===== src/rtl/pipe_ctrl.sv =====
// Pipeline controller: arbitrates per-stage stall requests, sequences exception/ERET
// entry (freeze, one-cycle flush, redirect), and runs a stall watchdog and stall counter.
module pipe_ctrl #(
  parameter int unsigned STALL_LIMIT = 16,
  parameter logic [31:0] EXC_OFFSET  = 32'h180,
  parameter logic [4:0]  ERET_CODE   = 5'h0E
) (
  input  logic        clk,
  input  logic        rst_n,
  input  logic        stallreq_if,
  input  logic        stallreq_id,
  input  logic        stallreq_ex,
  input  logic        stallreq_mem,
  input  logic        excp_valid,
  input  logic [4:0]  excp_code,
  input  logic [31:0] cp0_ebase,
  input  logic [31:0] cp0_epc,
  input  logic        stall_clr,
  output logic [5:0]  stall,
  output logic        flush,
  output logic [31:0] new_pc,
  output logic        wdog_excp,
  output logic        stall_timeout,
  output logic [31:0] stall_cycles
);

  localparam int unsigned CntW = $clog2(STALL_LIMIT);
  localparam logic [CntW-1:0] CntLast = CntW'(STALL_LIMIT - 1);

  typedef enum logic [0:0] {StRun, StFlush} state_e;

  state_e          r_state;
  state_e          w_state_d;
  logic [CntW-1:0] r_wdog_cnt;
  logic [31:0]     r_new_pc;
  logic            r_wdog_excp;
  logic            r_stall_timeout;
  logic [31:0]     r_stall_cycles;

  logic            w_any_req;
  logic            w_in_run;
  logic            w_wdog_hit;
  logic            w_exc_hit;
  logic [5:0]      w_stall;

  assign w_any_req  = stallreq_if | stallreq_id | stallreq_ex | stallreq_mem;
  assign w_in_run   = (r_state == StRun);
  assign w_wdog_hit = w_in_run & w_any_req & (r_wdog_cnt == CntLast);
  assign w_exc_hit  = w_in_run & (excp_valid | w_wdog_hit);

  // State register
  always_ff @(posedge clk or negedge rst_n) begin
    if (!rst_n) begin
      r_state <= StRun;
    end else begin
      r_state <= w_state_d;
    end
  end

  // Next-state logic: FLUSH always lasts exactly one cycle
  always_comb begin
    w_state_d = r_state;
    unique case (r_state)
      StRun:   if (w_exc_hit) w_state_d = StFlush;
      StFlush: w_state_d = StRun;
      default: w_state_d = StRun;
    endcase
  end

  // Output logic; stall is forced low while reset is asserted
  always_comb begin
    w_stall = 6'b000000;
    flush   = 1'b0;
    unique case (r_state)
      StRun: begin
        if (w_exc_hit || stallreq_mem) w_stall = 6'b011111;
        else if (stallreq_ex)          w_stall = 6'b001111;
        else if (stallreq_id)          w_stall = 6'b000111;
        else if (stallreq_if)          w_stall = 6'b000011;
      end
      StFlush: flush = 1'b1;
      default: ;
    endcase
    stall = rst_n ? w_stall : 6'b000000;
  end

  always_ff @(posedge clk or negedge rst_n) begin
    if (!rst_n) begin
      r_new_pc        <= 32'h0;
      r_wdog_excp     <= 1'b0;
      r_stall_timeout <= 1'b0;
      r_wdog_cnt      <= '0;
    end else begin
      r_wdog_excp <= w_exc_hit & w_wdog_hit & ~excp_valid;
      if (w_exc_hit) begin
        r_new_pc <= (excp_valid && excp_code == ERET_CODE) ? cp0_epc : cp0_ebase + EXC_OFFSET;
      end
      if (w_wdog_hit) r_stall_timeout <= 1'b1;
      if (!w_in_run || w_wdog_hit || !w_any_req) r_wdog_cnt <= '0;
      else                                       r_wdog_cnt <= r_wdog_cnt + 1'b1;
    end
  end

  always_ff @(posedge clk or negedge rst_n) begin
    if (!rst_n) begin
      r_stall_cycles <= 32'h0;
    end else if (stall_clr) begin
      r_stall_cycles <= 32'h0;
    end else if (w_stall != 6'b000000 && r_stall_cycles != 32'hFFFF_FFFF) begin
      r_stall_cycles <= r_stall_cycles + 32'h1;
    end
  end

  assign new_pc        = r_new_pc;
  assign wdog_excp     = r_wdog_excp;
  assign stall_timeout = r_stall_timeout;
  assign stall_cycles  = r_stall_cycles;

endmodule


===== config.mk =====
export PLATFORM = sky130hd
export DESIGN_NAME = pipe_ctrl
export DESIGN_NICKNAME = d
export VERILOG_FILES = /design/src/rtl/pipe_ctrl.sv
export SDC_FILE = /design/constraint.sdc
export NUM_CORES = 1
export LEC_CHECK = 0
export CORE_ASPECT_RATIO = 0.6
export CORE_UTILIZATION = 49
export DETAILED_ROUTE_END_ITERATION = 12
export PLACE_DENSITY = 0.9
export SYNTH_ARGS = -nofsm -noshare
export SYNTH_HDL_FRONTEND = slang
export SYNTH_SLANG_ARGS = --single-unit
export TNS_END_PERCENT = 20

===== constraint.sdc =====
create_clock -name clk -period 5.7 [get_ports clk]
set_input_delay 1.14 -clock clk [delete_from_list [all_inputs] [get_ports clk]]
set_output_delay 1.14 -clock clk [all_outputs]
set_load 0.01 [all_outputs]

==> results of run 1 <==
-- report_power, final --
| part | switching [W] | internal (W) | total, W |
|---|---|---|---|
| clock | 0.000211 | 0.000349 | 0.000560 |
| sequential | 0.0000300 | 0.000545 | 0.000575 |
| combinational | 0.000125 | 0.000151 | 0.000276 |
| total | 0.000367 | 0.00104 | 0.00141 |
-- worst max path at each step --
stage | end | depth (start not counted) | from
6_report | stall[2] | 8 | stallreq_id
5_1_grt | stall[2] | 8 | stallreq_id
4_1_cts | stall[2] | 8 | stallreq_id
3_5_place_dp | stall[2] | 8 | stallreq_id
3_3_place_gp | stall[2] | 8 | stallreq_id
2_1_floorplan | stall[4] | 8 | stallreq_if
-- layer usage --
| metal | share of wire | vias to the layer above | track usage |
|---|---|---|---|
| li1 | - | 2046 | - |
| met4 | 0.035 | 0 | 0.154 |
| met3 | 0.073 | 49 | 0.0672 |
| met1 | 0.42 | 2091 | 0.403 |
| met2 | 0.47 | 248 | 0.489 |
| met5 | 0 | - | 0 |
-- cell families (layout without fill, tap and decap cells) --
kind of cell	Yosys count	after routing	share of synthesized area
adders and majority gates	3	3	0.00908
muxes	12	12	0.0315
other	1	1	0.000907
xor gates and xnor gates	12	12	0.0254
buffers and inverters	37	183	0.0375
AOI/OAI and AO/OA	125	125	0.183
DFF	71	71	0.430
and+or+nand+nor	223	223	0.283
-- final cells by class --
class                      count  area (um2)  share of cell area
multi-input combinational    376        2200               0.368
inverter                      13        48.8             0.00817
timing repair buffer         154        1520               0.255
clock inverter                 4        45.0             0.00754
clock buffer                  12         246              0.0413
sequential                    71        1780               0.297
tap                          108         135              0.0226
-- critical path, stage by stage --
cell             delay, ns
clkdlybuf4s50_1       0.44
nor4_2                0.49
or2_2                 0.28
a2bb2oi_2             0.17
inv_1                 0.15
nor3_1                0.23
a21oi_1               0.11
clkdlybuf4s50_1       0.50
-- cells in the mapped netlist (all sizes together), types with 13 or more instances --
cell type	count	area share
a21oi	28	0.034
clkbuf	20	0.018
dfrtp	71	0.43
inv	13	0.012
nand2	57	0.052
nand3	14	0.017
nand4	21	0.035
nor2	47	0.043
nor3	23	0.031
o21ai	61	0.074
or3	18	0.027
-- through the flow --
step / hold slack (ns) / utilization
finish: 0.476 / 0.746
global route: 0.516 / 0.746
CTS: 0.483 / 0.746
detailed placement: 0.470 / 0.710
global placement: 0.461 / 0.710
floorplan: 0.460 / -
-- state kept, by name, summed over array words and instances, names as in the netlist --
signal / count
r_state: 1
stall_cycles: 32
new_pc: 32
wdog_excp: 1
stall_timeout: 1
r_wdog_cnt: 4
==> results.py, run 1 <==
metrics = {
    "timing": {
        "maxSlewViolCount": 0,
        "finClkSkew_ns": 0.00711,
        "tns_ns": 0,
        "finalWorstSetupSlack_ns": 1.06,
        "fmax_ghz": 0.215,
        "slew_headroom": 0.264,
        "setup_viol": 0,
        "finalHoldViolCount": 0,
        "rsz0062_at_grt": "false",
        "post-route-period-util": 0.815,
        "tightest_slew_ns": 1.10,
        "period_needed_ns": 4.64,
    },
    "clocking": {
        "cts_num_sinks": 71,
        "cts_max_level": 3,
        "cts_setup_buffers": 0,
        "hold_buffers": 0,
        "cts_made_buffers": 9,
        "clkLatencyLatePin_ns": 0.34,
        "path_clk_slew_ns": 0.05,
        "cts_tree": "done",
        "cts-root-buf": "clkbuf_16",
        "post_cts_resized": 0,
        "cts.path.max_buffers": 2,
    },
    "job": {
        "drv_cap": 0,
    },
    "floorplanning": {
        "core_um2": 8010,
        "die_h_um": 73.1,
        "die-area_um2": 8820,
        "num_io_pins": 150,
        "num_rows": 25,
        "initial_utilization": 0.516,
        "dieWidth_um": 121,
    },
    "critical_path": {
        "cp.required_ns": 4.56,
        "worstSetupStartpointType": "input port",
        "crit-reg2reg-launch": "stall_cycles[0]",
        "crit_fanout": 8,
        "endpoint_kind": "primary output",
        "reg2reg_to": "stall_cycles[3]",
        "path_class": "in2out",
        "reg2reg_depth": 6,
        "worstPathArrival_ns": 3.50,
        "regToRegSetupSlack_ns": 3.12,
    },
    "worst_hold_path": {
        "min_from": "new_pc[31]",
        "min_path_cells": 2,
        "whs_endpoint": "new_pc[31]",
        "hold_class": "reg2reg",
    },
    "pwr": {
        "total_power_w": 0.00141,
        "leakage_nw": 2.38,
        "p_per_area_nw_per_um2": 236,
        "worst_ir_drop_vdd_mv": 0.172,
    },
    "layout": {
        "final_common_cell": "clkdlybuf4s50_1",
        "finalNonFillerCells": 738,
        "fin_area_um2": 5970,
        "n_fill_cell": 579,
        "final_cell_mix": "147 x clkdlybuf4s50_1, 71 x dfrtp_1, 60 x o21ai_0",
        "synthToLayoutAreaGrowth_pct": 44.6,
        "drive_gt1_frac": 0.0571,
        "antennaDiodeCount": 0,
        "fin_nets": 705,
    },
    "placed_design": {
        "dpl.cell_count": 722,
        "post_dp_cell_area_um2": 5680,
        "portBuffers": 148,
        "finalWeightedCongestion": 0.885,
        "dpl.hpwl_mm": 9.29,
        "place_ws_ns": 1.06,
    },
    "drt": {
        "firstDrtPassIters": 5,
        "drc": 0,
        "route.detailed.wl_per_inst_um": 17.4,
        "vias": 4434,
        "ant_nets": 0,
        "first_iter_violations": 421,
        "wl_mm": 12.9,
        "viasPerCell": 6.01,
    },
    "yosys": {
        "syn_nets": 564,
        "yosys_warnings": 0,
        "synth_edf_count": 0,
        "ys_seq_area_frac": 0.430,
        "synthArstFlopShare": 1.00,
        "syn_inst": 484,
        "post_synth_instance_area_um2": 4130,
        "syn_avg_cell_area_um2": 8.54,
        "synth.distinct_cells": 54,
        "synth-seq-cells": 71,
        "synthFlopType": "dfrtp_1",
    },
    "global_routing": {
        "grt_pass1_vias": 4133,
        "grt_usage": 0.308,
        "grt_pass1_wl_mm": 20.7,
        "grt_max_degree": 37,
        "antenna_found_initial": 0,
        "grt-ovfl-total": 0,
    },
    "status": {
        "status": "completed",
    },
}
Note: power is estimated with default switching activity, not from simulation.
==> run 2, diff against run 1 <==
--- a/config.mk
+++ b/config.mk
@@ -6,9 +6,9 @@
 export NUM_CORES = 1
 export LEC_CHECK = 0
 export CORE_ASPECT_RATIO = 0.6
-export CORE_UTILIZATION = 49
+export CORE_UTILIZATION = 41
 export DETAILED_ROUTE_END_ITERATION = 12
-export PLACE_DENSITY = 0.9
+export PLACE_DENSITY = 0.8
 export SYNTH_ARGS = -nofsm -noshare
 export SYNTH_HDL_FRONTEND = slang
 export SYNTH_SLANG_ARGS = --single-unit
==> constraint.sdc (replaced) <==
create_clock -name clk -period 3.8 [get_ports clk]
set_input_delay 0.76 -clock clk [delete_from_list [all_inputs] [get_ports clk]]
set_output_delay 0.76 -clock clk [all_outputs]
set_load 0.01 [all_outputs]
==> run 2 against run 1 <==
Net effect:
- sequential share of layout area down 0.19 points
- sequential cell count did not move
- utilization is 11 points lower
- via count is 2.1% lower
- first-iteration DRC count fell by 37%
- combinational power increased by 51%
- critical path type unchanged
- largest cell class unchanged
- highest routed layer unchanged
==> results.py, run 2 (same netlist as run 1, synthesis figures left out) <==
metrics = {
    "placed_design": {
        "dpl.hpwl_mm": 9.48,
        "portBuffers": 148,
        "finalWeightedCongestion": 0.871,
    },
    "layout": {
        "fin_nets": 708,
        "synthToLayoutAreaGrowth_pct": 45.5,
        "drive_gt1_frac": 0.0601,
        "final_common_cell": "clkdlybuf4s50_1",
        "final_util": 0.636,
        "final_cell_mix": "147 x clkdlybuf4s50_1, 71 x dfrtp_1, 60 x o21ai_0",
        "n_fill_cell": 777,
        "antennaDiodeCount": 0,
    },
    "drt": {
        "route.detailed.wl_per_inst_um": 16.5,
        "first_iter_violations": 264,
        "firstDrtPassIters": 5,
        "ant_nets": 0,
        "vias": 4342,
        "wl_mm": 12.5,
        "drc": 0,
        "viasPerCell": 5.70,
    },
    "critical_path": {
        "reg2reg_depth": 6,
        "cp.required_ns": 3.04,
        "crit-reg2reg-launch": "stall_cycles[0]",
        "worstPathArrival_ns": 2.86,
        "regToRegSetupSlack_ns": 1.25,
        "endpoint_kind": "primary output",
        "path_class": "in2out",
        "crit_fanout": 7,
        "reg2reg_to": "stall_cycles[3]",
        "worstSetupStartpointType": "input port",
    },
    "global_routing": {
        "grt_usage": 0.251,
        "grt_max_degree": 43,
        "grt_pass1_wl_mm": 20.6,
        "grt-ovfl-total": 0,
        "grt_pass1_vias": 4114,
        "antenna_found_initial": 0,
    },
    "pwr": {
        "leakage_nw": 2.38,
        "p_per_area_nw_per_um2": 349,
        "worst_ir_drop_vdd_mv": 0.278,
        "total_power_w": 0.00210,
    },
    "floorplanning": {
        "num_rows": 27,
        "die-area_um2": 10500,
        "core_um2": 9460,
        "num_io_pins": 150,
        "initial_utilization": 0.437,
        "die_h_um": 79.8,
        "dieWidth_um": 132,
    },
    "clocking": {
        "hold_buffers": 0,
        "cts_tree": "done",
        "cts-root-buf": "clkbuf_16",
        "post_cts_resized": 0,
        "path_clk_slew_ns": 0.05,
        "cts_setup_buffers": 0,
        "cts.path.max_buffers": 2,
        "cts_max_level": 3,
        "cts_made_buffers": 9,
        "clkLatencyLatePin_ns": 0.33,
        "cts_num_sinks": 71,
    },
    "timing": {
        "post-route-period-util": 0.952,
        "tightest_slew_ns": 0.962,
        "slew_headroom": 0.357,
        "fmax_ghz": 0.276,
        "setup_viol": 0,
        "finClkSkew_ns": 0.00766,
        "whs_ns": 0.476,
        "period_needed_ns": 3.62,
        "finalHoldViolCount": 0,
        "rsz0062_at_grt": "false",
        "tns_ns": 0,
        "maxSlewViolCount": 0,
    },
    "worst_hold_path": {
        "min_path_cells": 2,
        "min_from": "new_pc[19]",
        "hold_class": "reg2reg",
        "whs_endpoint": "new_pc[19]",
    },
    "status": {
        "status": "completed",
    },
    "job": {
        "drv_cap": 0,
    },
}
-- run 2: final cells by class --
class | instances | area (um2) | share of cell area
multi-input cells | 376 | 2200 | 0.366
flip-flops and latches | 71 | 1780 | 0.295
repair buffers | 157 | 1540 | 0.257
clock buffers | 11 | 233 | 0.0387
well taps | 130 | 163 | 0.0270
inverters | 13 | 48.8 | 0.00811
clock inverters | 4 | 47.5 | 0.00791
-- run 2: worst max path at each step --
stage,start,to,slack [ns],cells after the start
floorplan,stallreq_if,stall[4],0.82,8
global placement,stallreq_id,stall[2],0.21,8
detailed placement,stallreq_id,stall[2],0.17,8
CTS,stallreq_id,stall[2],0.16,8
global route,stallreq_id,stall[2],0.04,8
finish,stallreq_id,stall[2],0.18,8
-- run 2: power breakdown --
group | internal (W) | switching, W
Clock | 0.000503 | 0.000318
Sequential | 0.000818 | 0.0000429
Combinational | 0.000228 | 0.000189
-- run 2: stage by stage --
step | worst slack [ns] | cells | area, um2
6_report | 0.182 | 762 | 6010
5_1_grt | 0.0379 | 762 | 6010
4_1_cts | 0.164 | 762 | 6010
3_5_place_dp | 0.171 | 747 | 5730
3_3_place_gp | 0.211 | 747 | 5730
2_1_floorplan | 0.818 | 484 | 4130
-- run 2: layer usage --
layer,GRT usage,share of wire,vias up
li1,-,-,2054
met1,0.331,0.46,2108
met2,0.404,0.46,158
met3,0.0654,0.062,22
met4,0.0767,0.018,0
met5,0,0,-
-- run 2: worst max-delay path, cell delays in order --
cell and delay (ns):
clkdlybuf4s50_1 0.43, nor4_2 0.35, or2_2 0.25, a2bb2oi_2 0.17
inv_1 0.10, nor3_1 0.21, a21oi_1 0.10, clkdlybuf4s50_1 0.49
